**src/rtl/issue_dispatcher.sv**
```systemverilog
`default_nettype none
// ============================================================================
// Module   : issue_dispatcher
// Brief    : In-order single-issue dispatcher with register scoreboard and
//            branch/CSR serialisation. Optional stall counters under
//            DISPATCH_PERF_CNT_EN.
// Revision : 1.0 - initial release
// ============================================================================
module issue_dispatcher #(
    parameter int ISSUE_Q_WIDTH = 123,
    parameter int ADDR_WIDTH    = 32,
    parameter int DATA_WIDTH    = 32,
    parameter int FU_NUM        = 4,
    parameter int REG_NUM       = 32
) (
    input  logic                     clk,
    input  logic                     rst_n,
    input  logic                     issue_q_rok,
    input  logic [ISSUE_Q_WIDTH-1:0] issue_q_rdata,
    output logic                     issue_q_ren,
    output logic [FU_NUM-1:0]        fu_valid,
    input  logic [FU_NUM-1:0]        fu_ready,
    output logic [ISSUE_Q_WIDTH-1:0] fu_payload,
    input  logic [FU_NUM-1:0]        wb_valid,
    input  logic [FU_NUM*5-1:0]      wb_rd,
    input  logic                     br_resolve,
    input  logic                     flush,
`ifdef DISPATCH_PERF_CNT_EN
    output logic [31:0]              stall_raw_cnt,
    output logic [31:0]              stall_ser_cnt,
`endif
    output logic                     busy
);

    localparam int c_WEN = 2 * ADDR_WIDTH + 1;
    localparam int c_RD  = 2 * ADDR_WIDTH + 2;
    localparam int c_RS2 = 2 * ADDR_WIDTH + 7;
    localparam int c_RS1 = 2 * ADDR_WIDTH + 12;
    localparam int c_FLG = 2 * ADDR_WIDTH + 17 + DATA_WIDTH;
    localparam int c_FN  = c_FLG + 8;

    localparam logic [1:0] c_FN_BPU = 2'd2;
    localparam logic [1:0] c_FN_CSR = 2'd3;

    typedef enum logic [1:0] {
        S_RUN      = 2'd0,
        S_BR_WAIT  = 2'd1,
        S_SER_WAIT = 2'd2
    } state_t;

    state_t                    r_state;
    logic                      r_slot_valid;
    logic [ISSUE_Q_WIDTH-1:0]  r_slot;
    logic [REG_NUM-1:0]        r_sb;

    logic [1:0]                w_head_fn;
    logic [3:0]                w_head_flg;
    logic [4:0]                w_head_rs1;
    logic [4:0]                w_head_rs2;
    logic [4:0]                w_head_rd;
    logic                      w_head_wen;
    logic [1:0]                w_slot_fn;
    logic                      w_accept;
    logic                      w_slot_free;
    logic                      w_hazard;
    logic                      w_sb_zero;
    logic                      w_csr_ok;
    logic                      w_dispatch;
    logic [REG_NUM-1:0]        w_set;
    logic [REG_NUM-1:0]        w_clr;
    logic [REG_NUM-1:0]        w_clr_fu [FU_NUM];

    assign w_head_fn  = issue_q_rdata[c_FN +: 2];
    assign w_head_flg = issue_q_rdata[c_FLG +: 4];
    assign w_head_rs1 = issue_q_rdata[c_RS1 +: 5];
    assign w_head_rs2 = issue_q_rdata[c_RS2 +: 5];
    assign w_head_rd  = issue_q_rdata[c_RD +: 5];
    assign w_head_wen = issue_q_rdata[c_WEN];
    assign w_slot_fn  = r_slot[c_FN +: 2];

    generate
        for (genvar i = 0; i < FU_NUM; i++) begin : g_fu_valid
            assign fu_valid[i] = r_slot_valid && (32'(w_slot_fn) == i);
        end
        for (genvar i = 0; i < FU_NUM; i++) begin : g_wb
            assign w_clr_fu[i] = wb_valid[i] ? (REG_NUM'(1) << wb_rd[5*i +: 5]) : '0;
        end
    endgenerate

    always_comb begin
        w_clr = '0;
        for (int i = 0; i < FU_NUM; i++) begin
            w_clr = w_clr | w_clr_fu[i];
        end
    end

    assign w_accept    = |(fu_valid & fu_ready);
    assign w_slot_free = !r_slot_valid || w_accept;
    assign w_sb_zero   = ~|r_sb;

    // x0 is hardwired, so it never participates in hazard detection
    assign w_hazard = (w_head_flg[3] && (w_head_rs1 != 5'd0) && r_sb[w_head_rs1]) ||
                      (w_head_flg[2] && (w_head_rs2 != 5'd0) && r_sb[w_head_rs2]) ||
                      (w_head_wen    && (w_head_rd  != 5'd0) && r_sb[w_head_rd]);

    // CSR needs a truly empty pipeline: an accepting slot is not enough
    assign w_csr_ok = (w_head_fn != c_FN_CSR) || (!r_slot_valid && w_sb_zero);

    assign w_dispatch = issue_q_rok && w_slot_free && !w_hazard &&
                        (r_state == S_RUN) && !flush && w_csr_ok;

    assign w_set = (w_dispatch && w_head_wen && (w_head_rd != 5'd0)) ?
                   (REG_NUM'(1) << w_head_rd) : '0;

    assign issue_q_ren = w_dispatch;
    assign fu_payload  = r_slot;
    assign busy        = r_slot_valid || !w_sb_zero || (r_state != S_RUN);

    always_ff @(posedge clk or negedge rst_n) begin
        if (!rst_n) begin
            r_slot_valid <= 1'b0;
            r_slot       <= '0;
            r_sb         <= '0;
            r_state      <= S_RUN;
        end else begin
            r_sb <= (r_sb & ~w_clr) | w_set;
            if (flush) begin
                r_slot_valid <= 1'b0;
            end else if (w_dispatch) begin
                r_slot_valid <= 1'b1;
                r_slot       <= issue_q_rdata;
            end else if (w_accept) begin
                r_slot_valid <= 1'b0;
            end
            if (flush) begin
                r_state <= S_RUN;
            end else begin
                case (r_state)
                    S_RUN: begin
                        if (w_dispatch && (w_head_fn == c_FN_BPU)) begin
                            r_state <= S_BR_WAIT;
                        end else if (w_dispatch && (w_head_fn == c_FN_CSR)) begin
                            r_state <= S_SER_WAIT;
                        end
                    end
                    S_BR_WAIT: begin
                        if (br_resolve) begin
                            r_state <= S_RUN;
                        end
                    end
                    S_SER_WAIT: begin
                        if (!r_slot_valid && w_sb_zero) begin
                            r_state <= S_RUN;
                        end
                    end
                    default: r_state <= S_RUN;
                endcase
            end
        end
    end

`ifdef DISPATCH_PERF_CNT_EN
    always_ff @(posedge clk or negedge rst_n) begin
        if (!rst_n) begin
            stall_raw_cnt <= '0;
            stall_ser_cnt <= '0;
        end else begin
            if (issue_q_rok && w_hazard && (stall_raw_cnt != 32'hFFFF_FFFF)) begin
                stall_raw_cnt <= stall_raw_cnt + 32'd1;
            end
            if (issue_q_rok && ((r_state != S_RUN) || !w_csr_ok) &&
                (stall_ser_cnt != 32'hFFFF_FFFF)) begin
                stall_ser_cnt <= stall_ser_cnt + 32'd1;
            end
        end
    end
`endif

endmodule
`default_nettype wire

```
**config.mk**
```make
export PLATFORM = sky130hd
export DESIGN_NAME = issue_dispatcher
export DESIGN_NICKNAME = d
export VERILOG_FILES = /design/src/rtl/issue_dispatcher.sv
export SDC_FILE = /design/constraint.sdc
export NUM_CORES = 1
export LEC_CHECK = 0
export BUFFER_PORTS_ARGS = -buffer_cell sky130_fd_sc_hd__buf_2
export CELL_PAD_IN_SITES_DETAIL_PLACEMENT = 1
export CELL_PAD_IN_SITES_GLOBAL_PLACEMENT = 1
export CORE_ASPECT_RATIO = 1.1
export CORE_MARGIN = 3
export CORE_UTILIZATION = 43
export CTS_BUF_LIST = sky130_fd_sc_hd__clkbuf_4 sky130_fd_sc_hd__clkbuf_8
export DETAILED_ROUTE_END_ITERATION = 12
export PLACE_DENSITY = 0.89
export SYNTH_ARGS = -nofsm -noshare
export SYNTH_HDL_FRONTEND = slang
export SYNTH_SLANG_ARGS = --single-unit
```
**constraint.sdc**
```tcl
create_clock -name clk -period 9.5 [get_ports clk]
set_input_delay 1.9 -clock clk [delete_from_list [all_inputs] [get_ports clk]]
set_output_delay 1.9 -clock clk [all_outputs]
set_load 0.05 [all_outputs]
```
==> reports/results.md, run 1 <==
| Step | Parameter | Reported |
|---|---|---|
| run status | Outcome | completed |
| global routing | GRT met1 Usage | 0.346 |
| timing | Actual transition at the worst max-transition pin | 911 ps |
| floorplan | Top-level port count | 285 |
| floorplan | Starting density of the core | 0.441 |
| pwr | Leak | 4.49 nW |
| floorplan | Full die area | 20700 um^2 |
| timing | Headroom to the max-slew limit | 0.393 |
| finish | Fraction of layout instances using a drive strength above 1 | 0.390 |
| clock network | Maximum level of the CTS H-tree | 4 |
| critical path | Startpoint Class | input pin |
| timing | Final clock period utilization by the worst path | 0.637 |
| placed design | Gpl congestion | 1.04 |
| run | Number of max-cap violations | 0 |
| pwr | Power density relative to cell area | 285 nW/um^2 |
| clock network | Clock-pin slew on the worst setup and hold paths | 80 ps |
| floorplan | Number of core rows | 52 |
| synthesis | Post-Synthesis Cells | 684 |
| drt | Pre-Repair DR Iteration Count | 7 |
| finish | Most common cell after layout, fill and taps aside | sky130_fd_sc_hd__buf_2 |
| synthesis | Share of synthesized flip-flops with an asynchronous set or reset | 1.00 |
| pwr | Highest ir drop seen on vdd | 172 uV |
| floorplan | Placeable core region | 18500 um^2 |
| finish | Fraction of the core area covered by cells at the end of the flow | 0.544 |
| clock network | Total CTS buffers | 17 |
| clock network | Clock latency of the later-clocked register in the worst-skew pair | 470 ps |
| clock network | Clock Tree Root | sky130_fd_sc_hd__clkbuf_8 |
| synthesis | Summed instance area of the synthesized netlist | 8160 um^2 |
| timing | Clk_skew | 17.7 ps |
| timing | Shortest clock period the worst path allows after layout | 6050 ps |
| placed design | Port Buf Inserts | 284 |
| drt | Routed wire per std cell | 27.0 um |
| floorplan | Chip width | 137 um |
| global routing | Layer carrying the most global-route usage | met2 |
| timing | RSZ-0062 raised after global routing | false |
| clock network | Post-CTS setup buffers | 0 |
| global routing | Global route overflow | 0 |
| timing | Count of endpoints failing hold in the final timing report | 0 |
| critical path | Critical Path AT | 4150 ps |
| global routing | Number of global-route vias before repair | 7806 |
| finish | Number of nets in the layout | 1104 |
| global routing | Global-route usage over all layers | 0.311 |
| drt | DRC violations left | 0 |
| clock network | Clk buf depth | 2 |
| floorplan | Floorplan die height | 150 um |
| drt | Remaining antenna violation count | 0 |
| synthesis | #FFs+latches synth | 158 |
| critical path | Crit path required time | 7600 ps |
| global routing | Met2 routing resource usage after global routing | 0.522 |
| clock network | Total of hold buffers inserted after clock tree synthesis | 0 |
| synthesis | Proportion of synthesized chip area in sequential cells | 0.485 |
| finish | Area growth from synthesis to layout | 23.3% |
| timing | Total Neg Setup Slack | 0 ps |
| global routing | Largest net degree at the start of global routing | 157 |
| global routing | Antenna violations before repair | 12 |
| clock network | Clock sink count | 158 |
| global routing | Global-route wire length before repair | 47500 um |
| drt | Per-cell via count in the routed design | 6.03 |
| synthesis | Net count of the mapped netlist | 840 |
| finish | Leading cell types in the layout, fill and taps excluded | 283 x sky130_fd_sc_hd__buf_2, 158 x sky130_fd_sc_hd__dfrtp_1, 103 x sky130_fd_sc_hd__mux2_1 |
| drt | Iter 0 DRT Violations | 845 |
| drt | Number of vias after detailed routing | 7330 |
| critical path | Largest fanout of any net on the critical path | 18 |
| placed design | Dpl hpwl | 25100 um |
| drt | Routed wire length | 32800 um |
| timing | Setup-violating endpoint count in the final report | 0 |
| global routing | Met3 GRT Util | 0.0816 |
| synthesis | Average cell area after synthesis | 11.9 um^2 |
| synthesis | Synth warnings | 0 |
| clock network | Clock tree from TritonCTS | done |
| clock network | Number of cells upsized or downsized after cts | 0 |
| critical path | Type of the worst setup path | in2out |
| timing | Total count of max-transition violations in the final report | 0 |
| synthesis | Most used flip-flop cell after synthesis | sky130_fd_sc_hd__dfrtp_1 |
| synthesis | Distinct cell type count of the synthesized netlist | 50 |
| hold path | Worst min-delay path category | reg2reg |
| critical path | Worst setup EP type | output pin |
| timing | Highest clock rate | 165 MHz |
| synthesis | Number of enable flip-flop cells after synthesis | 0 |
-- cell type report --
cell class / count / area [um^2]
Tap cell: 243 / 304
Sequential cell: 158 / 3950
Clock inverter: 14 / 110
Fill cell: 2061 / 8420
Inverter: 6 / 22.5
Antenna cell: 12 / 30.0
Multi-Input combinational cell: 479 / 3940
Timing Repair Buffer: 286 / 1460
Clock buffer: 18 / 241
-- cell families (layout without fill, tap and decap cells) --
logic type / count (synthesis) / in the layout / synth area share
DFF: 158 / 158 / 0.485
muxes: 151 / 151 / 0.240
other: 0 / 12 / 0
and+or+nand+nor: 220 / 220 / 0.143
AOI/OAI and AO/OA: 108 / 108 / 0.0997
buffers and inverters: 47 / 324 / 0.0324
-- layer usage --
layer,share of wire,up-vias
met5,0,-
met3,0.082,126
met4,0.056,0
li1,-,3129
met1,0.35,3639
met2,0.51,436
-- flip-flops by register name, summed over array words and instances, names as in the netlist --
register      flops
fu_payload      123
r_state           2
r_slot_valid      1
r_sb             32
-- worst max-delay path: stages --
cell	delay, ps
sky130_fd_sc_hd__buf_2	360
sky130_fd_sc_hd__mux4_2	550
sky130_fd_sc_hd__nor2b_1	120
sky130_fd_sc_hd__nor3_1	60
sky130_fd_sc_hd__o311ai_1	410
sky130_fd_sc_hd__nand4_1	360
sky130_fd_sc_hd__inv_1	110
sky130_fd_sc_hd__buf_2	260
-- synth_stat cells (all sizes together), types with 2 or more instances --
master / n / share of area
nor3b: 10 / 0.0092
o41ai: 7 / 0.014
nor4: 7 / 0.0054
nand4: 15 / 0.012
a32oi: 3 / 0.0032
o22ai: 2 / 0.0015
o221ai: 2 / 0.0021
a21oi: 9 / 0.0055
o21ai: 22 / 0.013
and3: 4 / 0.0031
a22oi: 10 / 0.0092
and3b: 2 / 0.0021
mux4: 23 / 0.064
inv: 6 / 0.0028
buf: 18 / 0.019
nand3: 30 / 0.018
a221oi: 6 / 0.0064
a31oi: 8 / 0.0061
mux2: 126 / 0.17
nand3b: 9 / 0.0083
o2111ai: 2 / 0.0021
a311oi: 3 / 0.0032
o22a: 2 / 0.0021
and2: 2 / 0.0015
nand2: 41 / 0.019
o311ai: 2 / 0.0021
a211oi: 5 / 0.0046
nand2b: 22 / 0.017
clkbuf: 23 / 0.011
or3: 5 / 0.0038
mux2i: 2 / 0.0025
o31ai: 21 / 0.019
nor2: 32 / 0.015
nor2b: 17 / 0.013
dfrtp: 158 / 0.48
nor3: 20 / 0.012
-- path summary, 6_finish.rpt --
path / start / to / slack (ps) / depth (start not counted)
max: issue_q_rdata[66] / issue_q_ren / 3450 / 8
min reg2reg: fu_payload[72]$_DFFE_PN0P_ / fu_payload[72]$_DFFE_PN0P_ / 490 / 1
max reg2reg: r_sb[29]$_DFF_PN0_ / r_sb[18]$_DFF_PN0_ / 6320 / 7
min: fu_payload[72]$_DFFE_PN0P_ / fu_payload[72]$_DFFE_PN0P_ / 490 / 1
min in group asynchronous: rst_n / fu_payload[101]$_DFFE_PN0P_ / 1490 / 1
max in group asynchronous: rst_n / fu_payload[115]$_DFFE_PN0P_ / 6570 / 2
-- where the power goes --
part	internal (W)	switching (W)	leakage (nW)
Sequential	0.000882	0.000138	1.93
Clock	0.000189	0.000269	0.181
Combinational	0.000326	0.00107	2.38
-- metrics by stage --
step / total power [W] / cells / cell area [um^2] / setup slack [ps] / hold slack (ps)
finish: 0.00287 / 1216 / 10100 / 3450 / 487
global route: 0.00299 / 1216 / 10100 / 3270 / 507
CTS: 0.00288 / 1204 / 10000 / 3390 / 489
detailed placement: 0.00242 / 1172 / 9670 / 3390 / 476
global placement: 0.00235 / 1172 / 9670 / 3440 / 468
floorplan: 0.00199 / 684 / 8160 / 3440 / 440
No activity file was read; power rests on OpenSTA's default activity.
==> inputs of run 2 (changes only) <==
CORE_UTILIZATION = 36   (was 43)
PLACE_DENSITY = 0.79   (was 0.89)
clock period = 5.1 ns   (was 9.5 ns; I/O delays follow)
==> run 2 against run 1 <==
Final area up 0.80%. Via count is 4.0% lower. Clock-buffer cell count decreased by 1. Wire length is 8.8% lower. Setup slack got worse by 2600 ps. Global-route usage shrank 7.3 points. Register-to-register slack got worse by 4300 ps.
==> reports/results.md, run 2 (same netlist as run 1, synthesis figures left out) <==
| Step | Parameter | Reported |
|---|---|---|
| floorplan | Full die area | 24500 um^2 |
| timing | Clk_skew | 17.7 ps |
| critical path | Largest fanout of any net on the critical path | 9 |
| pwr | Combinational share of power | 0.475 |
| finish | Leading cell types in the layout, fill and taps excluded | 283 x sky130_fd_sc_hd__buf_2, 158 x sky130_fd_sc_hd__dfrtp_1, 103 x sky130_fd_sc_hd__mux2_1 |
| clock network | Total CTS buffers | 17 |
| clock network | Clk buf depth | 2 |
| placed design | Port Buf Inserts | 284 |
| finish | Most common cell after layout, fill and taps aside | sky130_fd_sc_hd__buf_2 |
| finish | Combined area of the multi-input logic cells | 3940 um^2 |
| timing | Count of endpoints failing hold in the final timing report | 0 |
| critical path | Critical Path AT | 3200 ps |
| pwr | Switching share of power | 0.497 |
| global routing | Number of global-route vias before repair | 7267 |
| clock network | Number of cells upsized or downsized after cts | 0 |
| global routing | Antenna violations before repair | 3 |
| pwr | PnR Total Power | 0.00535 W |
| clock network | Post-CTS setup buffers | 0 |
| pwr | Net switching power of the design | 0.00266 W |
| placed design | Instance area at placement | 9740 um^2 |
| critical path | Type of the worst setup path | in2out |
| clock network | Total of hold buffers inserted after clock tree synthesis | 0 |
| finish | Sequential standard cell area | 3950 um^2 |
| drt | Iter 0 DRT Violations | 416 |
| timing | Headroom to the max-slew limit | 0.285 |
| drt | Per-cell via count in the routed design | 5.59 |
| run status | Outcome | completed |
| finish | Area growth from synthesis to layout | 24.3% |
| floorplan | Placeable core region | 22200 um^2 |
| pwr | Internal power | 0.00269 W |
| timing | Setup-violating endpoint count in the final report | 0 |
| pwr | Portion of total power attributed to the clock network | 0.175 |
| timing | Final worst slack | 884 ps |
| timing | Total count of max-transition violations in the final report | 0 |
| global routing | Global-route wire length before repair | 43800 um |
| run | Number of max-cap violations | 0 |
| drt | Remaining antenna violation count | 0 |
| finish | Fraction of layout instances using a drive strength above 1 | 0.391 |
| clock network | Clock-pin slew on the worst setup and hold paths | 90 ps |
| timing | Highest clock rate | 237 MHz |
| clock network | Maximum level of the CTS H-tree | 4 |
| clock network | Clock Tree Root | sky130_fd_sc_hd__clkbuf_8 |
| drt | DRC violations left | 0 |
| global routing | Global route overflow | 0 |
| placed design | Gpl congestion | 0.972 |
| clock network | Clock latency of the later-clocked register in the worst-skew pair | 460 ps |
| clock network | Clock sink count | 158 |
| timing | Shortest clock period the worst path allows after layout | 4220 ps |
| critical path | Worst setup EP type | output pin |
| drt | Routed wire per std cell | 23.8 um |
| finish | Non-filler instance count after layout | 1259 |
| finish | Number of filler instances in the final layout | 2501 |
| drt | Number of vias after detailed routing | 7034 |
| floorplan | Top-level port count | 285 |
| placed design | Dpl hpwl | 23400 um |
| finish | Post-route cell area | 10100 um^2 |
| finish | Number of nets in the layout | 1106 |
| pwr | Share of power burned in registers | 0.349 |
| finish | Largest register FFs | 123 |
| drt | Pre-Repair DR Iteration Count | 5 |
| pwr | Leak | 4.51 nW |
| placed design | Placed insts | 1226 |
| pwr | Highest ir drop seen on vdd | 169 uV |
| timing | Final clock period utilization by the worst path | 0.827 |
| placed design | Worst setup slack after placement | 818 ps |
| global routing | Largest net degree at the start of global routing | 85 |
| hold path | Worst min-delay path category | reg2reg |
| pwr | Power density relative to cell area | 528 nW/um^2 |
| floorplan | Chip width | 150 um |
| timing | Actual transition at the worst max-transition pin | 1070 ps |
| clock network | Clock tree from TritonCTS | done |
| drt | Routed wire length | 29900 um |
| timing | RSZ-0062 raised after global routing | false |
| floorplan | Number of core rows | 57 |
| timing | Total Neg Setup Slack | 0 ps |
| floorplan | Starting density of the core | 0.368 |
| floorplan | Floorplan die height | 164 um |
| global routing | Global-route usage over all layers | 0.238 |
| critical path | Startpoint Class | input pin |
| critical path | Crit path required time | 4080 ps |
==> run 2: changes by cell type in the layout (fill, tap and decap cells not counted), sizes merged <==
cell	delta
bufinv	+2
clkinv	-3
diode	-10
inv	+1
clkbuf	-1
buf	+2
==> run 2: routing by layer <==
metal	global-route usage	part of all wire	vias up
met3	0.0519	0.085	59
met4	0.0940	0.034	0
met1	0.273	0.36	3510
li1	-	-	3124
met2	0.431	0.52	341
met5	0	0	-
==> run 2: worst paths after layout <==
kind	startpoint	endpoint	slack, ps	cells after the start
setup / recovery	issue_q_rdata[76]	issue_q_ren	880	8
hold / removal	r_state[0]$_DFFE_PN0P_	r_state[1]$_DFFE_PN0P_	480	1
setup reg to reg	r_sb[29]$_DFF_PN0_	fu_payload[121]$_DFFE_PN0P_	1980	7
hold reg to reg	r_state[0]$_DFFE_PN0P_	r_state[1]$_DFFE_PN0P_	480	1
max in group asynchronous	rst_n	fu_payload[11]$_DFFE_PN0P_	3490	2
min in group asynchronous	rst_n	fu_payload[66]$_DFFE_PN0P_	560	1
==> run 2: area by class of cell <==
cell class	instances	share of cell area
flip-flops and latches	158	0.390
multi-input cells	479	0.389
repair buffers	288	0.144
well taps	295	0.0364
clock buffers	17	0.0231
clock inverters	14	0.0153
inverters	6	0.00222
diodes	2	0.000494
==> run 2: per-stage QoR <==
step	hold slack (ps)	utilization
after floorplan	440	-
after global placement	468	0.439
after detailed placement	476	0.439
after CTS	490	0.457
after global routing	495	0.457
final	476	0.457
==> run 2: power by group through the flow <==
stage | combinational (W) | clock (W) | sequential [W]
2_1_floorplan | 0.000498 | 0 | 0.00322
3_3_place_gp | 0.00252 | 0 | 0.00186
3_5_place_dp | 0.00256 | 0 | 0.00189
4_1_cts | 0.00256 | 0.000960 | 0.00187
5_1_grt | 0.00266 | 0.00102 | 0.00192
6_report | 0.00254 | 0.000939 | 0.00187
==> run 2: worst max-delay path, cell delays in order <==
cell and delay, ps:
sky130_fd_sc_hd__buf_2 220, sky130_fd_sc_hd__mux4_2 540, sky130_fd_sc_hd__mux4_2 470, sky130_fd_sc_hd__and3_1 190, sky130_fd_sc_hd__a31oi_1 140, sky130_fd_sc_hd__nand4_1 180
sky130_fd_sc_hd__inv_1 150, sky130_fd_sc_hd__buf_2 270
==> inputs of run 3 (changes only) <==
clock period = 3.75 ns   (was 5.1 ns; I/O delays follow)
==> run 3 against run 2 <==
Critical path depth decreased by 1. Die area unchanged. Worst hold slack lost 180 ps. First-iteration DRC count rose by 11%. Wire length is 5.5% higher. Power is 38% higher. Sequential power increased by 37%. Global-route usage is 1.1 points higher. Largest cell class unchanged. Sequential share of layout area is 0.67 points lower. Highest routed layer is now met5. Via count increased by 2.0%.
==> reports/results.md, run 3 (same netlist as run 1, synthesis figures left out) <==
| Step | Parameter | Reported |
|---|---|---|
| run status | Outcome | completed |
| pwr | Highest ir drop seen on vdd | 257 uV |
| timing | Count of endpoints failing hold in the final timing report | 0 |
| critical path | Beginning of the worst register-to-register path | r_sb[16]$_DFF_PN0_ |
| finish | Leading cell types in the layout, fill and taps excluded | 282 x sky130_fd_sc_hd__buf_2, 158 x sky130_fd_sc_hd__dfrtp_1, 103 x sky130_fd_sc_hd__mux2_1 |
| timing | Final clock period utilization by the worst path | 0.969 |
| finish | Largest register FFs | 123 |
| critical path | Crit path required time | 3000 ps |
| timing | Total count of max-transition violations in the final report | 0 |
| critical path | Crit Reg-Reg Endpoint | fu_payload[77]$_DFFE_PN0P_ |
| clock network | Clk buf depth | 2 |
| critical path | Reg2reg setup slack | 380 ps |
| finish | Fraction of layout instances using a drive strength above 1 | 0.400 |
| clock network | Clock tree from TritonCTS | done |
| placed design | Dpl hpwl | 24700 um |
| timing | Clk_skew | 22.4 ps |
| global routing | Antenna violations before repair | 7 |
| drt | Iter 0 DRT Violations | 460 |
| drt | Number of vias after detailed routing | 7176 |
| placed design | Placed insts | 1238 |
| global routing | Number of global-route vias before repair | 7652 |
| floorplan | Starting density of the core | 0.368 |
| floorplan | Top-level port count | 285 |
| timing | RSZ-0062 raised after global routing | false |
| critical path | Cell with the largest stage delay on the worst path | sky130_fd_sc_hd__dfrtp_1 |
| finish | Area growth from synthesis to layout | 26.4% |
| floorplan | Placeable core region | 22200 um^2 |
| pwr | PnR Total Power | 0.00738 W |
| timing | Actual transition at the worst max-transition pin | 760 ps |
| finish | Post-route cell area | 10300 um^2 |
| floorplan | Full die area | 24500 um^2 |
| drt | Pre-Repair DR Iteration Count | 6 |
| finish | Most common cell after layout, fill and taps aside | sky130_fd_sc_hd__buf_2 |
| floorplan | Floorplan die height | 164 um |
| finish | Non-filler instance count after layout | 1276 |
| run | Number of max-cap violations | 0 |
| timing | Headroom to the max-slew limit | 0.492 |
| clock network | Clock latency of the later-clocked register in the worst-skew pair | 460 ps |
| finish | Number of nets in the layout | 1118 |
| floorplan | Number of core rows | 57 |
| drt | Per-cell via count in the routed design | 5.62 |
| global routing | Global-route wire length before repair | 45800 um |
| timing | Highest clock rate | 275 MHz |
| timing | Setup-violating endpoint count in the final report | 0 |
| placed design | Gpl congestion | 0.981 |
| clock network | Maximum level of the CTS H-tree | 4 |
| floorplan | Chip width | 150 um |
| pwr | Power density relative to cell area | 716 nW/um^2 |
| critical path | Type of the worst setup path | reg2out |
| critical path | CP cell instances | mux4_2 > mux4_2 > and3_1 > a31oi_1 > nand4_1 > clkinvlp_4 > clkbuf_4 |
| clock network | Post-CTS setup buffers | 0 |
| clock network | Clock sink count | 158 |
| critical path | Most Frequent Cell on Critical Path | sky130_fd_sc_hd__mux4_2 |
| global routing | Global-route usage over all layers | 0.248 |
| clock network | Clock Tree Root | sky130_fd_sc_hd__clkbuf_8 |
| critical path | Critical Path AT | 2880 ps |
| drt | Routed wire length | 31600 um |
| pwr | Leak | 4.59 nW |
| critical path | Largest fanout of any net on the critical path | 5 |
| global routing | Global route overflow | 0 |
| placed design | Instance area at placement | 9870 um^2 |
| clock network | Clock-pin slew on the worst setup and hold paths | 100 ps |
| global routing | Largest net degree at the start of global routing | 109 |
| hold path | Worst min-delay path category | in2async |
| drt | Remaining antenna violation count | 0 |
| clock network | Total CTS buffers | 17 |
| drt | Routed wire per std cell | 24.7 um |
| critical path | Worst setup EP type | output pin |
| placed design | Port Buf Inserts | 284 |
| critical path | Worst path max stage delay | 530 ps |
| drt | DRC violations left | 0 |
| finish | Number of filler instances in the final layout | 2529 |
| timing | Shortest clock period the worst path allows after layout | 3630 ps |
| critical path | Startpoint Class | flip-flop |
| critical path | Number of cell instances on the worst register-to-register path | 8 |
-- run 3: cell types whose count changed in the layout (fill, tap and decap cells not counted), sizes merged --
cell | before | now
diode | 2 | 6
clkinv | 3 | 6
buf | 288 | 299
bufinv | 2 | 1
clkbuf | 17 | 18
clkinvlp | 2 | 1
-- run 3: worst max-delay path by stage --
stage | from | endpoint | slack (ps) | cells after the start
6_report | r_sb[16]$_DFF_PN0_ | issue_q_ren | 120 | 7
3_3_place_gp | issue_q_rdata[76] | fu_payload[49]$_DFFE_PN0P_ | 4 | 9
2_1_floorplan | issue_q_rdata[76] | issue_q_ren | 100 | 9
3_5_place_dp | issue_q_rdata[76] | fu_payload[48]$_DFFE_PN0P_ | -20 | 9
4_1_cts | r_sb[16]$_DFF_PN0_ | issue_q_ren | 60 | 7
5_1_grt | r_sb[16]$_DFF_PN0_ | issue_q_ren | 10 | 7
-- run 3: critical path: cells and delay by family, from the launching register on --
kind,cells,cell delay [ps]
multiplexers,2,990
flip-flops,1,530
AND/OR/NAND/NOR,2,400
buffers and inverters,2,380
AO/OA/AOI/OAI,1,140
-- run 3: metal layers --
metal,routed length [um],vias up,track usage
met2,16100,334,0.444
met1,11200,3578,0.271
met5,16,-,0
li1,-,3159,-
met3,2360,103,0.0513
met4,1830,2,0.147
-- run 3: repair_timing --
item | 4_1_cts | 5_1_grt
endpoints found under the hold margin | 0 | 0
setup endpoints to repair | 0 | 1
gates resized for setup | 0 | 1
hold buffers | 0 | 0
-- run 3: power by group --
group	switching [W]	internal [W]	total, W
registers	0.000327	0.00223	0.00256
logic	0.00265	0.000838	0.00349
clock network	0.000762	0.000573	0.00133
total	0.00374	0.00364	0.00738
-- run 3: through the flow --
stage               hold WS [ps]  setup TNS, ps   util  setup slack, ps
global route                 289              0  0.465             14.2
detailed placement           475          -54.4  0.445            -16.2
floorplan                    440              0      -             97.7
CTS                          284              0  0.464             59.7
finish                       292              0  0.465              117
global placement             467              0  0.445             4.06
-- run 3: area by class of cell --
class	count	area (um^2)	area share
multi-input cells	479	3940	0.382
repair buffers	300	1590	0.154
well taps	295	369	0.0358
clock buffers	17	234	0.0227
diodes	6	15.0	0.00146
inverters	6	26.3	0.00255
flip-flops and latches	158	3950	0.383
clock inverters	15	188	0.0182
